### config.mk
export PLATFORM = sky130hd
export DESIGN_NAME = universal_shift_reg
export DESIGN_NICKNAME = d
export VERILOG_FILES = /design/src/rtl/universal_shift_reg.sv
export SDC_FILE = /design/constraint.sdc
export NUM_CORES = 1
export LEC_CHECK = 0
export CAP_MARGIN = 10
export CORE_MARGIN = 2
export CORE_UTILIZATION = 60
export DETAILED_ROUTE_END_ITERATION = 10
export DONT_BUFFER_PORTS = 1
export PLACE_DENSITY = 0.76
export SLEW_MARGIN = 30
export SYNTH_ARGS = -nofsm -noshare
export SYNTH_HDL_FRONTEND = slang
export SYNTH_SLANG_ARGS = --single-unit
### constraint.sdc
create_clock -name CLK -period 1.7 [get_ports CLK]
set_input_delay 0.085 -clock CLK [delete_from_list [all_inputs] [get_ports CLK]]
set_output_delay 0.085 -clock CLK [all_outputs]
set_load 0.01 [all_outputs]
### src/rtl/universal_shift_reg.sv
// Parametrised universal shift register: load/shift/rotate applied AMT times under a START/BUSY/DONE handshake.
// Optional macro USR_PARITY_EN adds output PAR = XOR-reduction of S.
module universal_shift_reg #(
    parameter int WIDTH = 8,
    parameter int AMT_W = 4
) (
    input  logic             CLK,
    input  logic             RST,
    input  logic [WIDTH-1:0] X,
    input  logic [2:0]       M,
    input  logic [AMT_W-1:0] AMT,
    input  logic             START,
    input  logic             SIN,
    output logic [WIDTH-1:0] S,
    output logic             COUT,
    output logic             BUSY,
`ifdef USR_PARITY_EN
    output logic             PAR,
`endif
    output logic             DONE
);

    localparam logic [2:0] OP_HOLD = 3'b000;
    localparam logic [2:0] OP_LOAD = 3'b001;
    localparam logic [2:0] OP_SHL  = 3'b010;
    localparam logic [2:0] OP_SHR  = 3'b011;
    localparam logic [2:0] OP_ROL  = 3'b100;
    localparam logic [2:0] OP_ROR  = 3'b101;
    localparam logic [2:0] OP_ASR  = 3'b110;
    localparam logic [2:0] OP_SER  = 3'b111;

    localparam logic [AMT_W-1:0] CNT_ONE = AMT_W'(1);

    typedef enum logic {
        ST_IDLE = 1'b0,
        ST_RUN  = 1'b1
    } state_t;

    state_t           state_q, state_d;
    logic [WIDTH-1:0] s_q, s_d;
    logic             cout_q, cout_d;
    logic             done_q, done_d;
    logic [AMT_W-1:0] cnt_q, cnt_d;
    logic [2:0]       op_q, op_d;
    logic [WIDTH:0]   step_res;

    // One 1-bit step; result is {carry_out, new_word}.
    function automatic logic [WIDTH:0] step_op(
        input logic [2:0]       op,
        input logic [WIDTH-1:0] s,
        input logic             sin
    );
        logic [WIDTH:0] r;
        r = {1'b0, s};
        case (op)
            OP_SHL:  r = {s[WIDTH-1], s[WIDTH-2:0], 1'b0};
            OP_SHR:  r = {s[0], 1'b0, s[WIDTH-1:1]};
            OP_ROL:  r = {s[WIDTH-1], s[WIDTH-2:0], s[WIDTH-1]};
            OP_ROR:  r = {s[0], s[0], s[WIDTH-1:1]};
            OP_ASR:  r = {s[0], s[WIDTH-1], s[WIDTH-1:1]};
            OP_SER:  r = {s[0], sin, s[WIDTH-1:1]};
            default: r = {1'b0, s};
        endcase
        return r;
    endfunction

    assign step_res = step_op(op_q, s_q, SIN);

    always_comb begin
        state_d = state_q;
        s_d     = s_q;
        cout_d  = cout_q;
        done_d  = 1'b0;
        cnt_d   = cnt_q;
        op_d    = op_q;
        case (state_q)
            ST_IDLE: begin
                if (START) begin
                    // Hold, load and zero-length requests finish on the accepting edge.
                    if (M == OP_HOLD || M == OP_LOAD || AMT == '0) begin
                        if (M == OP_LOAD) begin
                            s_d = X;
                        end
                        done_d = 1'b1;
                    end else begin
                        op_d    = M;
                        cnt_d   = AMT;
                        state_d = ST_RUN;
                    end
                end
            end
            ST_RUN: begin
                s_d    = step_res[WIDTH-1:0];
                cout_d = step_res[WIDTH];
                cnt_d  = cnt_q - CNT_ONE;
                if (cnt_q == CNT_ONE) begin
                    state_d = ST_IDLE;
                    done_d  = 1'b1;
                end
            end
            default: state_d = ST_IDLE;
        endcase
    end

    always_ff @(posedge CLK) begin
        if (RST) begin
            state_q <= ST_IDLE;
            s_q     <= '0;
            cout_q  <= 1'b0;
            done_q  <= 1'b0;
            cnt_q   <= '0;
            op_q    <= OP_HOLD;
        end else begin
            state_q <= state_d;
            s_q     <= s_d;
            cout_q  <= cout_d;
            done_q  <= done_d;
            cnt_q   <= cnt_d;
            op_q    <= op_d;
        end
    end

    assign S    = s_q;
    assign COUT = cout_q;
    assign BUSY = (state_q == ST_RUN);
    assign DONE = done_q;

`ifdef USR_PARITY_EN
    assign PAR = ^s_q;
`endif

endmodule

; Yosys cells after proc, flatten, opt, wreduce, memory -nomap -nowiden
; Cells that the tools add are included.
[word_totals]
register_bits = 18
input_bits = 19
wordCells = 49
[classes]
n_addsub = 1
n_eq_ne = 15
n_mux = 16
n_bitwise = 2
reduce_logical = 8
[op_table]
columns = cell, count
row1 = $pmux 9 s6, 1
row2 = $mux 8, 3
row3 = $pmux 8 s2, 1
row4 = $eq 3x3->1 const B, 4
row5 = $ne 2x2->1 const B, 5
row6 = $mux 4, 2
row7 = $pmux 4 s2, 1
row8 = $ne 7x1->1 const B, 1
row9 = $eq 3x2->1 const B, 2
row10 = $mux 1, 6
row11 = $ne 6x1->1 const B, 1
row12 = $reduce_and 5->1, 1
row13 = $eq 4x1->1 const B, 1
row14 = $logic_not 4->1, 1
row15 = $pmux 1 s2, 2
row16 = $reduce_and 4->1, 1
row17 = $sub 4x1->4 const B, 1
row18 = $eq 3x1->1 const B, 1
row19 = $logic_not 3->1, 1
row20 = $reduce_and 3->1, 1
row21 = $logic_or 1x1->1, 2
row22 = $not 1->1, 2
row23 = $reduce_and 2->1, 1

; Longest topological paths before layout
; Gate-level depths: netlist of the first run.
[logic_depth]
depth_word = 6
ltp_mapped = 6

; Worst setup path before layout of the first run
; No wires, ideal clock.
[synth_timing]
kind = flip-flop to flip-flop
start = register state_q, in the netlist BUSY
end = register cnt_q[3]
setup_ns = 0.071
arrival_ns = 1.343
required_time_ns = 1.629
path_slack_ns = 0.286
path_stages_with_launch = 6
n_path_buf = 1
path_cell_list = dfxtp_1 -> buf_6 -> inv_2 -> or4_1 -> a2bb2oi_1 -> a21oi_1
[synth_via]
elab_chain_cells = 3
word_cells_on_any_way = 5
cone_classes = eq/ne: 2 / mux: 1 / bitwise: 1 / reduce/logical: 1
[synth_lines]
columns = item, line
row1 = from (decl), 39  ; state_t state_q, state_d;
row2 = from (signal assigned), 114  ; state_q <= state_d;
row3 = $not 1->1, -
row4 = $ne 2x2->1 (no source line), -
row5 = $reduce_and 2->1 (no source line), -
row6 = to (signal assigned), 118  ; cnt_q <= cnt_d;
row7 = to (decl), 43  ; logic [AMT_W-1:0] cnt_q, cnt_d;
; Several ways; a longest one is shown, not always the timed one.
; A chain may end at the register's enable or synchronous reset.

; Worst setup path in the final report of the first run
; Same ends and word-level chain as after synthesis.

==> results of run 1 <==
==> layer usage <==
layer	part of all wire	routed length, um	vias to the layer above	GRT usage
met5	0	0	-	0
met4	0	0	0	0.0703
met3	0.073	197	0	0.0519
met2	0.46	1250	46	0.387
met1	0.46	1250	501	0.357
li1	-	-	542	-
==> repair_timing <==
action / CTS / global route
resized for setup: 1 / 1
setup endpoints to repair: 1 / 2
hold buffers: 14 / 0
endpoints found under the hold margin: 18 / 0
setup buffers: 0 / 0
==> layout make-up <==
class                           count  area, sq um  area share
Inverter                            5         18.8      0.0138
Tap cell                           25         31.3      0.0231
Sequential cell                    18          363       0.268
Clock buffer                        4         36.3      0.0268
Timing Repair Buffer               20          185       0.137
Multi-Input combinational cell    103          722       0.532
==> worst max-delay path, stage by stage, from the launching register on <==
cell and delay [ns]:
dfxtp_1 0.56, inv_2 0.09, or4_1 0.55, a2bb2oi_1 0.15, a21oi_1 0.17
==> worst min-delay path by stage <==
stage / end / slack [ns] / depth (start not counted)
3_5_place_dp: S[2] / 0.16 / 1
2_1_floorplan: cnt_q[2] / 0.23 / 2
4_1_cts: DONE / 0.05 / 3
6_report: cnt_q[0] / 0.06 / 2
5_1_grt: DONE / 0.06 / 3
3_3_place_gp: S[4] / 0.16 / 1
==> through the flow <==
stage	setup slack, ns	std cells	area (sq um)	power [W]	hold slack [ns]
5_1_grt	0.0242	175	1360	0.00108	0.0605
6_report	0.109	175	1360	0.00103	0.0634
4_1_cts	0.0237	175	1360	0.00103	0.0526
3_3_place_gp	0.117	157	1180	0.000721	0.156
2_1_floorplan	0.286	137	1170	0.000699	0.232
3_5_place_dp	0.0291	157	1180	0.000729	0.157
==> power by group through the flow <==
stage,clock network (W),logic (W),registers [W]
floorplan,0,0.000198,0.000501
global placement,0,0.000198,0.000522
detailed placement,0,0.000203,0.000526
CTS,0.000279,0.000238,0.000516
global route,0.000291,0.000268,0.000524
finish,0.000275,0.000240,0.000517
==> flip-flops by register name (all words and copies together), names as in the netlist <==
name,flops
op_q,3
DONE,1
cnt_q,4
S,8
COUT,1
BUSY,1
==> cell usage after synthesis (all sizes together) <==
library cell,instances
a211oi,2
a21oi,5
a221oi,2
a2bb2oi,1
a311o,1
a311oi,6
a31oi,2
a41oi,1
buf,7
clkbuf,4
dfxtp,18
ha,2
inv,5
mux2,1
mux2i,5
nand2,9
nand2b,1
nand3,3
nand3b,1
nand4bb,1
nor2,17
nor3,8
nor4,1
nor4bb,1
o211ai,2
o21a,8
o21ai,3
o22ai,7
o311ai,1
o31ai,2
or2,1
or3,6
or4,1
or4b,1
xnor2,1
==> cells by family (layout without fill, tap and decap cells) <==
family / count (synthesis) / in the layout / synth area share
buffers and inverters: 16 / 29 / 0.0768
AO/OA/AOI/OAI: 43 / 43 / 0.311
flip-flops: 18 / 18 / 0.307
multiplexers: 6 / 6 / 0.0523
AND/OR/NAND/NOR: 51 / 51 / 0.224
adder cells (fa/ha/maj): 2 / 2 / 0.0213
XOR/XNOR: 1 / 1 / 0.00747
==> flow_summary.yaml, run 1 <==
floorplanning:
  initial_utilization: 0.658
  die_height_um: 48.2
  rows: 15
  die_w_um: 48.2
  core_area_sq_um: 1780
  io_pins: 30
  die_area_sq_um: 2320
timing:
  timing.fmax_mhz: 628
  slew_headroom: 0.464
  hold_viol_final: 0
  finalCritPeriodShare: 0.936
  finalCriticalPeriod_ns: 1.59
  finalClockSkew_ns: 0.0177
  slew_violations: 0
  final.setup.tns_ns: 0
  tightest_slew_ns: 0.801
  setup_viol: 0
  rsz0062_at_grt: "false"
grt:
  grt_pass1_vias: 956
  grt_overflow: 0
  grt_usage: 0.252
  antenna_found_initial: 0
  grt_first_pass_wirelength_um: 4130
  grt_max_degree: 20
place:
  place_congestion: 0.761
  io_buffer_count: 0
  place_hpwl_um: 1770
finish:
  fin_nets: 172
  num_antenna_cells: 0
  fillers: 136
  final_common_cell: "nor2_1"
  drive_above_1_share: 0.160
  finish.utilization: 0.761
  syn_to_final_growth_pct: 15.7
  mostFrequentLayoutCells: "nor2_1, dfxtp_1, dlygate4sd3_1, nand2_1"
setup_path:
  critPathLaunch: "BUSY"
  r2r_slack_ns: 0.11
  cp.arrival_ns: 1.80
  timing.rr.end: "cnt_q[3]"
  crit_fanout: 8
  required_ns: 1.91
  r2r-start: "BUSY"
  endpoint: "cnt_q[3]"
  end_kind: "flop"
  start_kind: "flop"
  ff2ff_path_depth: 4
  critPathKind: "flop to flop"
routing:
  drcViolationCount: 0
  routed_wl_um: 2690
  via_per_inst: 6.22
  drt_pre_antenna_iters: 4
  wire_per_inst_um: 15.4
  drt_iter0_markers: 26
  postRouteAntennaNets: 0
  dr_total_vias: 1089
power:
  peakVddDrop_v: 0.000596
  p_int_w: 0.000705
  switching_share: 0.316
  comb_power_share: 0.232
  seq_power_share: 0.501
  p_clk_frac: 0.266
  power_density_nw_per_um2: 761
  p_leak_nw: 0.461
  switchingPower_w: 0.000326
synth:
  synthTopCellsByArea: "dfxtp_1, a311oi_2, nor2_1"
  netlist_area_sq_um: 1170
  syn_area_per_cell_sq_um: 8.56
  yosysWarningCount: 0
  syn_nets: 158
  yosysTopAreaCell: "dfxtp_1"
  ys_seq_area_frac: 0.307
  synth_seq_cells: 18
  syn_inst: 137
  ys_types: 42
  synth_top_area_frac: 0.307
clock_network:
  cts-root-buf: "clkbuf_4"
  cts_max_level: 1
  clock_latency_ns: 0.30
  cts_buffers: 3
  clkSinkCount: 18
  clock_path_buffers: 2
  path_clk_slew_ns: 0.10
  cts_tree: "yes"
min_path:
  hold_start: "AMT[0]"
  hp-class: "primary input to flop"
outcome:
  status: "finished, final reports clean"
run:
  cap_violations: 0
Note: power is estimated with default switching activity, not from simulation.
==> run 2, diff against run 1 <==
==> constraint.sdc (replaced) <==
create_clock -name CLK -period 1.8 [get_ports CLK]
set_input_delay 0.09 -clock CLK [delete_from_list [all_inputs] [get_ports CLK]]
set_output_delay 0.09 -clock CLK [all_outputs]
set_load 0.01 [all_outputs]
==> run 2 against run 1 <==
Clock skew decreased by 0.0038 ns. Via count decreased by 1.0%. Utilization decreased by 1.9 points. Final cell count decreased by 2.3%. Maximum frequency increased by 1.3%. Critical endpoint unchanged. Highest routed layer is now met4.
==> flow_summary.yaml, run 2 (same netlist as run 1, synthesis figures left out) <==
place:
  placed_cells: 155
  io_buffer_count: 0
  place_ws_ns: 0.0940
  place_hpwl_um: 1780
  place_congestion: 0.758
timing:
  setup_viol: 0
  slew_headroom: 0.453
  hold_viol_final: 0
  finalClockSkew_ns: 0.0139
  tightest_slew_ns: 0.818
  final.setup.worst_slack_ns: 0.229
  timing.fmax_mhz: 637
  final.setup.tns_ns: 0
  slew_violations: 0
  finalCriticalPeriod_ns: 1.57
  rsz0062_at_grt: "false"
  finalCritPeriodShare: 0.873
setup_path:
  end_kind: "flop"
  critPathKind: "flop to flop"
  cp.arrival_ns: 1.78
  crit_fanout: 16
  path_cells: "inv_2, or4_1, a2bb2oi_1, a21oi_1"
  cp_slowest_cell: "or4_1"
  ff2ff_path_depth: 4
  start_kind: "flop"
  endpoint: "cnt_q[3]"
  cp_num_buf_inv: 1
  r2r_slack_ns: 0.23
  critPathLaunch: "BUSY"
  r2r-start: "BUSY"
  crit_cells: 4
  max_stage_delay_ns: 0.58
  required_ns: 2.01
  timing.rr.end: "cnt_q[3]"
  cp_top_family: "simple AND/OR/NAND/NOR gates"
routing:
  postRouteAntennaNets: 0
  via_per_inst: 6.30
  dr_total_vias: 1078
  drt_pre_antenna_iters: 4
  routed_wl_um: 2820
  wire_per_inst_um: 16.5
  drt_iter0_markers: 16
  drcViolationCount: 0
floorplanning:
  die_area_sq_um: 2320
  io_pins: 30
  core_area_sq_um: 1780
  die_w_um: 48.2
  die_height_um: 48.2
  rows: 15
  initial_utilization: 0.658
grt:
  grt_overflow: 0
  grt_usage: 0.260
  grt_pass1_vias: 1013
  grt_max_degree: 24
  grt_first_pass_wirelength_um: 4280
  antenna_found_initial: 0
clock_network:
  cts-root-buf: "clkbuf_4"
  clock_path_buffers: 2
  cts_tree: "yes"
  cts_buffers: 3
  clkSinkCount: 18
  path_clk_slew_ns: 0.12
  clock_latency_ns: 0.29
  cts_max_level: 1
finish:
  syn_to_final_growth_pct: 12.8
  largest_reg_flops: 8
  final_common_cell: "nor2_1"
  mostFrequentLayoutCells: "nor2_1, dfxtp_1, dlygate4sd3_1, nand2_1"
  fillers: 138
  num_antenna_cells: 0
  fin_cells: 171
  drive_above_1_share: 0.158
  fin_nets: 168
run:
  cap_violations: 0
min_path:
  hp-class: "primary input to flop"
outcome:
  status: "finished, final reports clean"
power:
  peakVddDrop_v: 0.000500
  power_density_nw_per_um2: 728
  p_leak_nw: 0.444
-- run 2: cell types whose count changed in the layout (fill, tap and decap cells not counted) --
cell,before,now
buf_4,6,4
dfxtp_2,2,3
dfxtp_1,16,15
dlygate4sd3_1,14,12
-- run 2: metrics by stage --
| stage | utilization | instance area [sq um] | power, W | hold WS [ns] |
|---|---|---|---|---|
| 2_1_floorplan | - | 1170 | 0.000660 | 0.237 |
| 3_3_place_gp | 0.652 | 1160 | 0.000677 | 0.161 |
| 3_5_place_dp | 0.652 | 1160 | 0.000685 | 0.162 |
| 4_1_cts | 0.740 | 1320 | 0.000960 | 0.00912 |
| 5_1_grt | 0.742 | 1320 | 0.00101 | 0.0266 |
| 6_report | 0.742 | 1320 | 0.000963 | 0.0107 |
-- run 2: worst min path at each step --
stage	startpoint	endpoint	slack [ns]	depth (start not counted)
detailed placement	RST	S[3]	0.16	1
global route	X[7]	S[7]	0.03	2
CTS	X[7]	S[7]	0.009	2
floorplan	AMT[2]	cnt_q[2]	0.24	2
finish	X[7]	S[7]	0.01	2
global placement	RST	S[3]	0.16	1
-- run 2: routing by layer --
layer | track usage | up-vias | part of all wire
li1 | - | 535 | -
met3 | 0.0630 | 4 | 0.059
met1 | 0.323 | 513 | 0.45
met5 | 0 | - | 0
met4 | 0.0865 | 0 | 0.0096
met2 | 0.439 | 26 | 0.48
-- run 2: power breakdown --
group	switching, W	internal (W)
sequential	0.0000618	0.000430
clock	0.000130	0.000123
combinational	0.000111	0.000107
-- run 2: timing repair --
item                       4_1_cts  5_1_grt
setup endpoints to repair        0        4
hold buffers                    12        0
gates resized for setup          0        3
hold endpoints to repair        17        0
buffers inserted                 0        0
-- run 2: layout make-up --
type,instances,area [sq um],share of cell area
clock buffers,4,36.3,0.0274
inverters,5,18.8,0.0142
flip-flops and latches,18,364,0.275
repair buffers,16,150,0.114
well taps,25,31.3,0.0237
multi-input cells,103,722,0.546
